<file path="src/rtl/mem_io_ctrl.sv">
// Memory/I-O access controller: one CPU access at a time over req/ack, decoded to
// synchronous RAM, LED register, synchronized switches or a free-running cycle counter.
module mem_io_ctrl #(
    parameter int unsigned       ADDR_W   = 9,
    parameter int unsigned       DATA_W   = 16,
    parameter int unsigned       RAM_AW   = 8,
    parameter int unsigned       RD_WAIT  = 1,
    parameter logic [ADDR_W-1:0] LED_ADDR = 9'h100,
    parameter logic [ADDR_W-1:0] SW_ADDR  = 9'h140,
    parameter logic [ADDR_W-1:0] CNT_ADDR = 9'h180
) (
    input  logic              clk,
    input  logic              reset_n,
    input  logic              cpu_req,
    input  logic              cpu_write,
    input  logic [ADDR_W-1:0] cpu_addr,
    input  logic [DATA_W-1:0] cpu_wdata,
    output logic              cpu_ack,
    output logic [DATA_W-1:0] cpu_rdata,
    output logic [RAM_AW-1:0] ram_addr,
    output logic              ram_we,
    output logic [DATA_W-1:0] ram_wdata,
    input  logic [DATA_W-1:0] ram_rdata,
    input  logic [7:0]        sw_in,
    input  logic              halt_in,
    output logic [7:0]        led_out,
    output logic              err_flag
);

    localparam int unsigned CNT_W    = 16;
    localparam int unsigned WAIT_W   = (RD_WAIT > 1) ? $clog2(RD_WAIT) : 1;
    localparam bit          HAS_WAIT = (RD_WAIT != 0);

    typedef enum logic [1:0] {
        S_IDLE,
        S_ACCESS,
        S_WAIT,
        S_ACK
    } state_t;

    state_t              state;
    logic                req_write;
    logic [ADDR_W-1:0]   req_addr;
    logic [DATA_W-1:0]   req_wdata;
    logic [WAIT_W-1:0]   wait_cnt;
    logic [CNT_W-1:0]    cnt;
    logic [7:0]          sw_meta;
    logic [7:0]          sw_sync;

    logic is_ram;
    logic is_led;
    logic is_sw;
    logic is_cnt;
    logic is_unmapped;

    // Decode always works on the latched address, never the live CPU bus.
    assign is_ram      = ~req_addr[ADDR_W-1];
    assign is_led      = (req_addr == LED_ADDR);
    assign is_sw       = (req_addr == SW_ADDR);
    assign is_cnt      = (req_addr == CNT_ADDR);
    assign is_unmapped = ~(is_ram | is_led | is_sw | is_cnt);

    assign ram_addr  = req_addr[RAM_AW-1:0];
    assign ram_wdata = req_wdata;

    always_ff @(posedge clk or negedge reset_n) begin
        if (!reset_n) begin
            state     <= S_IDLE;
            req_write <= 1'b0;
            req_addr  <= '0;
            req_wdata <= '0;
            wait_cnt  <= '0;
            cnt       <= '0;
            sw_meta   <= '0;
            sw_sync   <= '0;
            cpu_ack   <= 1'b0;
            cpu_rdata <= '0;
            ram_we    <= 1'b0;
            led_out   <= '0;
            err_flag  <= 1'b0;
        end else begin
            cpu_ack <= 1'b0;
            ram_we  <= 1'b0;
            sw_meta <= sw_in;
            sw_sync <= sw_meta;

            // A counter write clears it and wins over the free-running increment.
            if (state == S_ACCESS && req_write && is_cnt) begin
                cnt <= '0;
            end else if (!halt_in) begin
                cnt <= cnt + CNT_W'(1);
            end

            case (state)
                S_IDLE: begin
                    if (cpu_req) begin
                        req_write <= cpu_write;
                        req_addr  <= cpu_addr;
                        req_wdata <= cpu_wdata;
                        ram_we    <= cpu_write & ~cpu_addr[ADDR_W-1];
                        state     <= S_ACCESS;
                    end
                end
                S_ACCESS: begin
                    if (HAS_WAIT && is_ram && !req_write) begin
                        wait_cnt <= WAIT_W'(RD_WAIT - 1);
                        state    <= S_WAIT;
                    end else begin
                        if (is_ram && !req_write) begin
                            cpu_rdata <= ram_rdata;
                        end
                        if (is_led && req_write) begin
                            led_out <= req_wdata[7:0];
                        end
                        if (is_sw && !req_write) begin
                            cpu_rdata <= DATA_W'(sw_sync);
                        end
                        if (is_cnt && !req_write) begin
                            cpu_rdata <= DATA_W'(cnt);
                        end
                        if (is_unmapped) begin
                            err_flag <= 1'b1;
                            if (!req_write) begin
                                cpu_rdata <= '0;
                            end
                        end
                        cpu_ack <= 1'b1;
                        state   <= S_ACK;
                    end
                end
                S_WAIT: begin
                    if (wait_cnt == '0) begin
                        cpu_rdata <= ram_rdata;
                        cpu_ack   <= 1'b1;
                        state     <= S_ACK;
                    end else begin
                        wait_cnt <= wait_cnt - WAIT_W'(1);
                    end
                end
                S_ACK: begin
                    state <= S_IDLE;
                end
                default: begin
                    state <= S_IDLE;
                end
            endcase
        end
    end

endmodule

</file>
<file path="config.mk">
export PLATFORM = sky130hd
export DESIGN_NAME = mem_io_ctrl
export DESIGN_NICKNAME = d
export VERILOG_FILES = /design/src/rtl/mem_io_ctrl.sv
export SDC_FILE = /design/constraint.sdc
export NUM_CORES = 1
export LEC_CHECK = 0
export CAP_MARGIN = 20
export CORE_MARGIN = 3
export CORE_UTILIZATION = 30
export CTS_CLUSTER_SIZE = 14
export DETAILED_ROUTE_END_ITERATION = 8
export GPL_ROUTABILITY_DRIVEN = 0
export GPL_TIMING_DRIVEN = 1
export SYNTH_ARGS = -nofsm -noshare
export SYNTH_HDL_FRONTEND = slang
export SYNTH_SLANG_ARGS = --single-unit
</file>
<file path="constraint.sdc">
create_clock -name clk -period 2.1 [get_ports clk]
set_input_delay 0.315 -clock clk [delete_from_list [all_inputs] [get_ports clk]]
set_output_delay 0.315 -clock clk [all_outputs]
set_load 0.01 [all_outputs]
</file>
* Word level (Yosys, flattened, before mapping)
Cells that the tools add are included.
** Cells by class
- Bitwise operators :: 8
- $add $sub $neg :: 2
- Divide/modulo/power cells :: 0
- Muxes and demuxes :: 21
- Shifts and indexed selects :: 0
- Reduce and logical (&&, ||, !) cells :: 15
- Equal/unequal tests :: 11
- Multipliers :: 0
- Magnitude comparators :: 0
** Operator list (count)
- 2-to-1 mux 16 bit :: 8
- one-hot mux 16 bit (2 select lines) :: 1
- equality test 9 bit, second input constant :: 3
- adder 16 x 1 -> 16 bit, second input constant :: 1
- AND reduction 3 bit :: 3
- one-hot mux 2 bit (4 select lines) :: 1
- 2-to-1 mux 1 bit :: 7
- logical AND 1 bit :: 6
- != test 2 bit, second input constant :: 3
- AND reduction 2 bit :: 3
- equality test 2 bit, second input constant :: 2
- 2-to-1 mux 2 bit :: 2
- != test 2 x 1 -> 1 bit, second input constant :: 2
- inverter 1 bit :: 4
- one-hot mux 1 bit (2 select lines) :: 2
- bitwise OR 1 bit :: 3
- equality test 2 x 1 -> 1 bit, second input constant :: 1
- logical NOT 2 bit :: 1
- nonzero test 2 bit :: 1
- AND 1 bit :: 1
- logical NOT 1 bit :: 1
- subtractor 1 bit, second input constant :: 1
** Word-level totals
- Memory bits (writable) :: 0
- ROM bits :: 0
- Bits of input ports :: 54
- Output and inout bits :: 51
- Register bits after elaboration :: 88
- Logic and storage cells :: 70
- Memories :: 0
- Bits in latches :: 0

* Depth between registers and ports, before layout
- Depth after elaboration :: 8
- Gate-level depth with buffers :: 8
- Gate-level depth less buffers :: 6

* Worst setup path after synthesis
OpenSTA, ideal clock, no wires.
- Kind :: register to register
- Start point :: register req_addr[3]
- End point :: register led_out[0]
- Library setup time :: 128 ps
- Buffers on the path :: 2
- Required time :: 1972 ps
- Cell stages (with the launch flop) :: 7
- Period minus slack after synthesis :: 1997 ps
- Arrival :: 1870 ps
- Slack :: 103 ps
- Cell sequence :: dfrtp_1 > or4_4 > buf_6 > nor2_4 > and4b_1 > buf_2 > mux2_1
** Between the ends
- Word-level cells in the longest chain between the ends :: 3
** RTL lines
- start: declaration :: line 43 : logic [ADDR_W-1:0] req_addr;
- start signal: assignment :: line 98 : req_addr <= cpu_addr;
- equality test 9 bit :: line 58 : assign is_led = (req_addr == LED_ADDR);
- logical AND 1 bit :: line 112 : if (is_led && req_write) begin
- AND reduction 3 bit (no source line)
- end signal: assignment :: line 113 : led_out <= req_wdata[7:0];
- end: declaration :: line 26 : output logic [7:0] led_out,
Every way passes these cells.
A chain may end at the register's enable or synchronous reset.

* Worst setup path in the final report
- Start point :: register req_addr[3]
- End point :: register cpu_rdata[5]
** Between the ends
- Word-level cells in the longest chain between the ends :: 8
- Elaborated cells between the ends (all ways) :: 14
- Classes of those cells :: 3 x eq/ne; 6 x mux; 3 x bitwise; 2 x reduce/logical
** RTL lines
- equality test 9 bit :: line 59 : assign is_sw = (req_addr == SW_ADDR);
- logical AND 1 bit :: line 115 : if (is_sw && !req_write) begin
- 2-to-1 mux 16 bit :: line 115
- 2-to-1 mux 16 bit :: line 118 : if (is_cnt && !req_write) begin
- 2-to-1 mux 16 bit :: line 123 : if (!req_write) begin
- 2-to-1 mux 16 bit (*) :: line 121 : if (is_unmapped) begin
- 2-to-1 mux 16 bit (*) :: line 105 : if (HAS_WAIT && is_ram && !req_write) begin
- one-hot mux 16 bit (2 select lines) (*) :: line 94 : case (state)
- end signal: assignment :: line 110 : cpu_rdata <= ram_rdata;
- end signal: assignment :: line 119 : cpu_rdata <= DATA_W'(cnt);
- end signal: assignment :: line 133 : cpu_rdata <= ram_rdata;
- end: declaration :: line 19 : output logic [DATA_W-1:0] cpu_rdata,
Every way passes the cells marked *; elsewhere a longest branch is shown, timed or not. The select of a mux whose other input is x is not followed.

==> impl_metrics.csv <==
group,metric,value,unit
outcome,status,"completed",
layout,drive_above_1_share,15.9,%
sta,hold_viol,0,
global_route,antenna_found_initial,0,
setup_path,endpoint,"cpu_rdata[5]$_DFFE_PN0P_",
place,dp.final_hpwl,6910,um
yosys,ys.flop_type,"dfrtp_1",
yosys,yosysMostFrequentCell,"dfrtp_1",
sta,final.setup_skew,12.2,ps
detailed_routing,vias_per_cell,4.72,
die,die_height,120,um
detailed_routing,firstDrtPassIters,4,
pwr,irDropWorstVdd,0.575,mV
setup_path,reg2reg_from,"req_addr[3]$_DFFE_PN0P_",
global_route,grt_pass1_wl,15700,um
setup_path,slowest_stage,"or4_4",
place,place_area,5240,sq um
setup_path,r2r_cells,4,
global_route,grt_max_degree,46,
yosys,synth_area,3920,sq um
setup_path,reg2reg_to,"cpu_rdata[5]$_DFFE_PN0P_",
yosys,synth_top_area_share,55.5,%
cts,cts_buffer_depth,2,
yosys,yosysSeqAreaShare,55.5,%
detailed_routing,drt_iter0_markers,91,
die,placeableCoreArea,12700,sq um
place,place_inst,615,
sta,rsz0062_at_grt,"false",
yosys,synth_seq_cells,87,
global_route,grt_pass1_vias,3168,
sta,fin_crit,2020,ps
yosys,syn_nets,403,
yosys,ys_types,47,
die,row_count,41,
die,start_util,30.8,%
sta,hold_ws,348,ps
cts,cts_tree,"done",
cts,clk_pin_slew_worst_paths,60,ps
yosys,async_flop_share,100,%
yosys,synthTopCellsByArea,"dfrtp_1 (56%), mux2_2 (7.5%), nand3_1 (4.3%)",
min_path,min-delay-start,"sw_meta[7]$_DFF_PN0_",
global_route,overflow,0,
die,die_w,120,um
min_path,min_path_cells,0,
cts,clock_latency,330,ps
setup_path,crit_arrival,2220,ps
detailed_routing,drc,0,
layout,fin_area,5550,sq um
setup_path,crit_chain,"or4_4 -> or4_4 -> o22ai_1 -> o31ai_1",
place,place_ws,-20.6,ps
setup_path,max_stage_delay,640,ps
detailed_routing,drtAntennaViolNets,0,
die,dieArea,14500,sq um
cts,cts_buffers,9,
setup_path,rrSetupSlack,80,ps
sta,post-route-period-util,96.2,%
layout,areaGrowthSynthToFinish,41.4,%
detailed_routing,dr_wl_met3,630,um
layout,num_antenna_cells,0,
sta,max_freq,0.495,GHz
layout,fin_nets,513,
die,num_io_pins,105,
pwr,power.density,1310,nW/um^2
yosys,synth_top_area_cell,"dfrtp_1",
yosys,synth_warnings,0,
cts,htreeDepth,3,
sta,setup_violations,0,
sta,drv_slew,0,
detailed_routing,vias,2981,
pwr,p_leak,2.33,nW
cts,cts.sinks,87,
setup_path,critPathLaunch,"req_addr[3]$_DFFE_PN0P_",
sta,tightest_slew,702,ps
sta,worst_slack,79.6,ps
min_path,min_path_type,"reg -> reg",
yosys,synth_edf_count,0,
setup_path,cp_data_required_time,2300,ps
job,maxCapViolCount,0,
detailed_routing,wl,9270,um
setup_path,critical_path_class,"reg -> reg",
setup_path,crit_path_end_kind,"register",
cts,cts-root-buf,"clkbuf_16",
detailed_routing,wl_met2,4460,um
setup_path,crit_top_cell,"or4_4",
global_route,grt_util_all_layers,13.2,%
layout,nFillCells,1252,
place,portBuffers,104,
setup_path,cp-start-kind,"register",
detailed_routing,topRoutingLayerUsed,"met4",
detailed_routing,m1WireLength,4110,um
yosys,synth_common_cells,"dfrtp_1 (87), nand3_1 (34), mux2_2 (26)",
layout,instances_no_fill,632,
sta,relSlewSlack,53.0,%
yosys,syn_area_per_cell,11.4,sq um
yosys,syn_inst,345,
detailed_routing,avgRoutedWirePerCell,14.7,um
setup_path,crit_fanout,8,
## flip-flops by register name, summed over array words and instances, names as in the netlist
signal	cells
cpu_rdata	16
cnt	16
led_out	8
req_write	1
ram_wdata	16
sw_sync	8
ram_we	1
cpu_ack	1
req_addr	9
sw_meta	8
err_flag	1
state	2
## placed cells by master, fill, tap and decap left out, drive strengths merged, types with 2 or more instances in the layout
cell type | synthesis | routed
a211oi | 2 | 2
a21oi | 11 | 11
and4 | 3 | 3
buf | 13 | 21
clkbuf | 13 | 10
clkdlybuf4s50 | 0 | 103
dfrtp | 87 | 87
ha | 4 | 4
inv | 19 | 24
mux2 | 34 | 34
nand2 | 9 | 9
nand2b | 6 | 6
nand3 | 34 | 34
nand4 | 4 | 4
nor2 | 19 | 19
nor3 | 3 | 3
nor4 | 3 | 3
nor4b | 2 | 2
o211ai | 9 | 9
o21a | 10 | 10
o21ai | 11 | 11
o221ai | 2 | 2
o22ai | 7 | 7
o31ai | 8 | 8
or2 | 2 | 2
or3 | 2 | 2
or4 | 4 | 4
xnor2 | 8 | 8
xor2 | 6 | 6
## through the flow
step                      setup TNS, ps  utilization (%)  total power, mW
after global placement                0             41.2             5.66
after CTS                             0             43.6             7.35
final                                 0             43.6             7.26
after detailed placement          -73.1             41.2             5.74
after floorplan                       0                -             4.38
after global routing                  0             43.6             7.78
## worst min-delay path by stage
stage | end | slack (ps)
floorplan | cnt[0]$_DFFE_PN0P_ | 20
global placement | sw_sync[2]$_DFF_PN0_ | 330
detailed placement | sw_sync[2]$_DFF_PN0_ | 330
CTS | sw_sync[7]$_DFF_PN0_ | 350
global route | sw_sync[5]$_DFF_PN0_ | 360
finish | sw_sync[7]$_DFF_PN0_ | 350
## logic make-up (layout without fill, tap and decap cells)
group / after synthesis / count (layout) / share of synthesized area (%)
compound gates: 61 / 61 / 10.1
xor+xnor: 14 / 14 / 3.13
fa+ha+maj: 4 / 4 / 1.28
buf+inv: 45 / 160 / 5.39
flops: 87 / 87 / 55.5
mux: 35 / 35 / 10.0
simple gates: 99 / 99 / 14.5
## power breakdown
| part | switching, mW | internal, mW | total (mW) |
|---|---|---|---|
| Sequential | 0.475 | 2.22 | 2.69 |
| Clock | 0.698 | 0.866 | 1.56 |
| Combinational | 1.37 | 1.64 | 3.01 |
| Total | 2.54 | 4.72 | 7.26 |
## layer usage
layer,vias to the layer above,GRT usage [%]
li1,1439,-
met4,0,2.62
met1,1441,16.6
met5,-,0
met3,6,4.30
met2,95,22.6
## timing repair
action / CTS / global route
endpoints found under the hold margin: 21 / 0
hold buffers: 1 / 0
endpoints found under the setup margin: 7 / 2
buffers inserted: 0 / 0
gates resized for setup: 1 / 0
pin swaps: 0 / 1
## critical path, delay by kind of cell, from the launching register on
| family | cells | cell delay, ps |
|---|---|---|
| DFF | 1 | 390 |
| AOI/OAI and AO/OA | 2 | 260 |
| and+or+nand+nor | 2 | 1250 |
## cell type report
class | count | area (sq um) | area share (%)
repair buffers | 125 | 1250 | 22.5
clock buffers | 10 | 239 | 4.31
well taps | 172 | 215 | 3.88
multi-input cells | 213 | 1540 | 27.7
inverters | 19 | 71.3 | 1.29
clock inverters | 6 | 57.6 | 1.04
flip-flops and latches | 87 | 2180 | 39.3
Power figures use the tool's default switching activity.
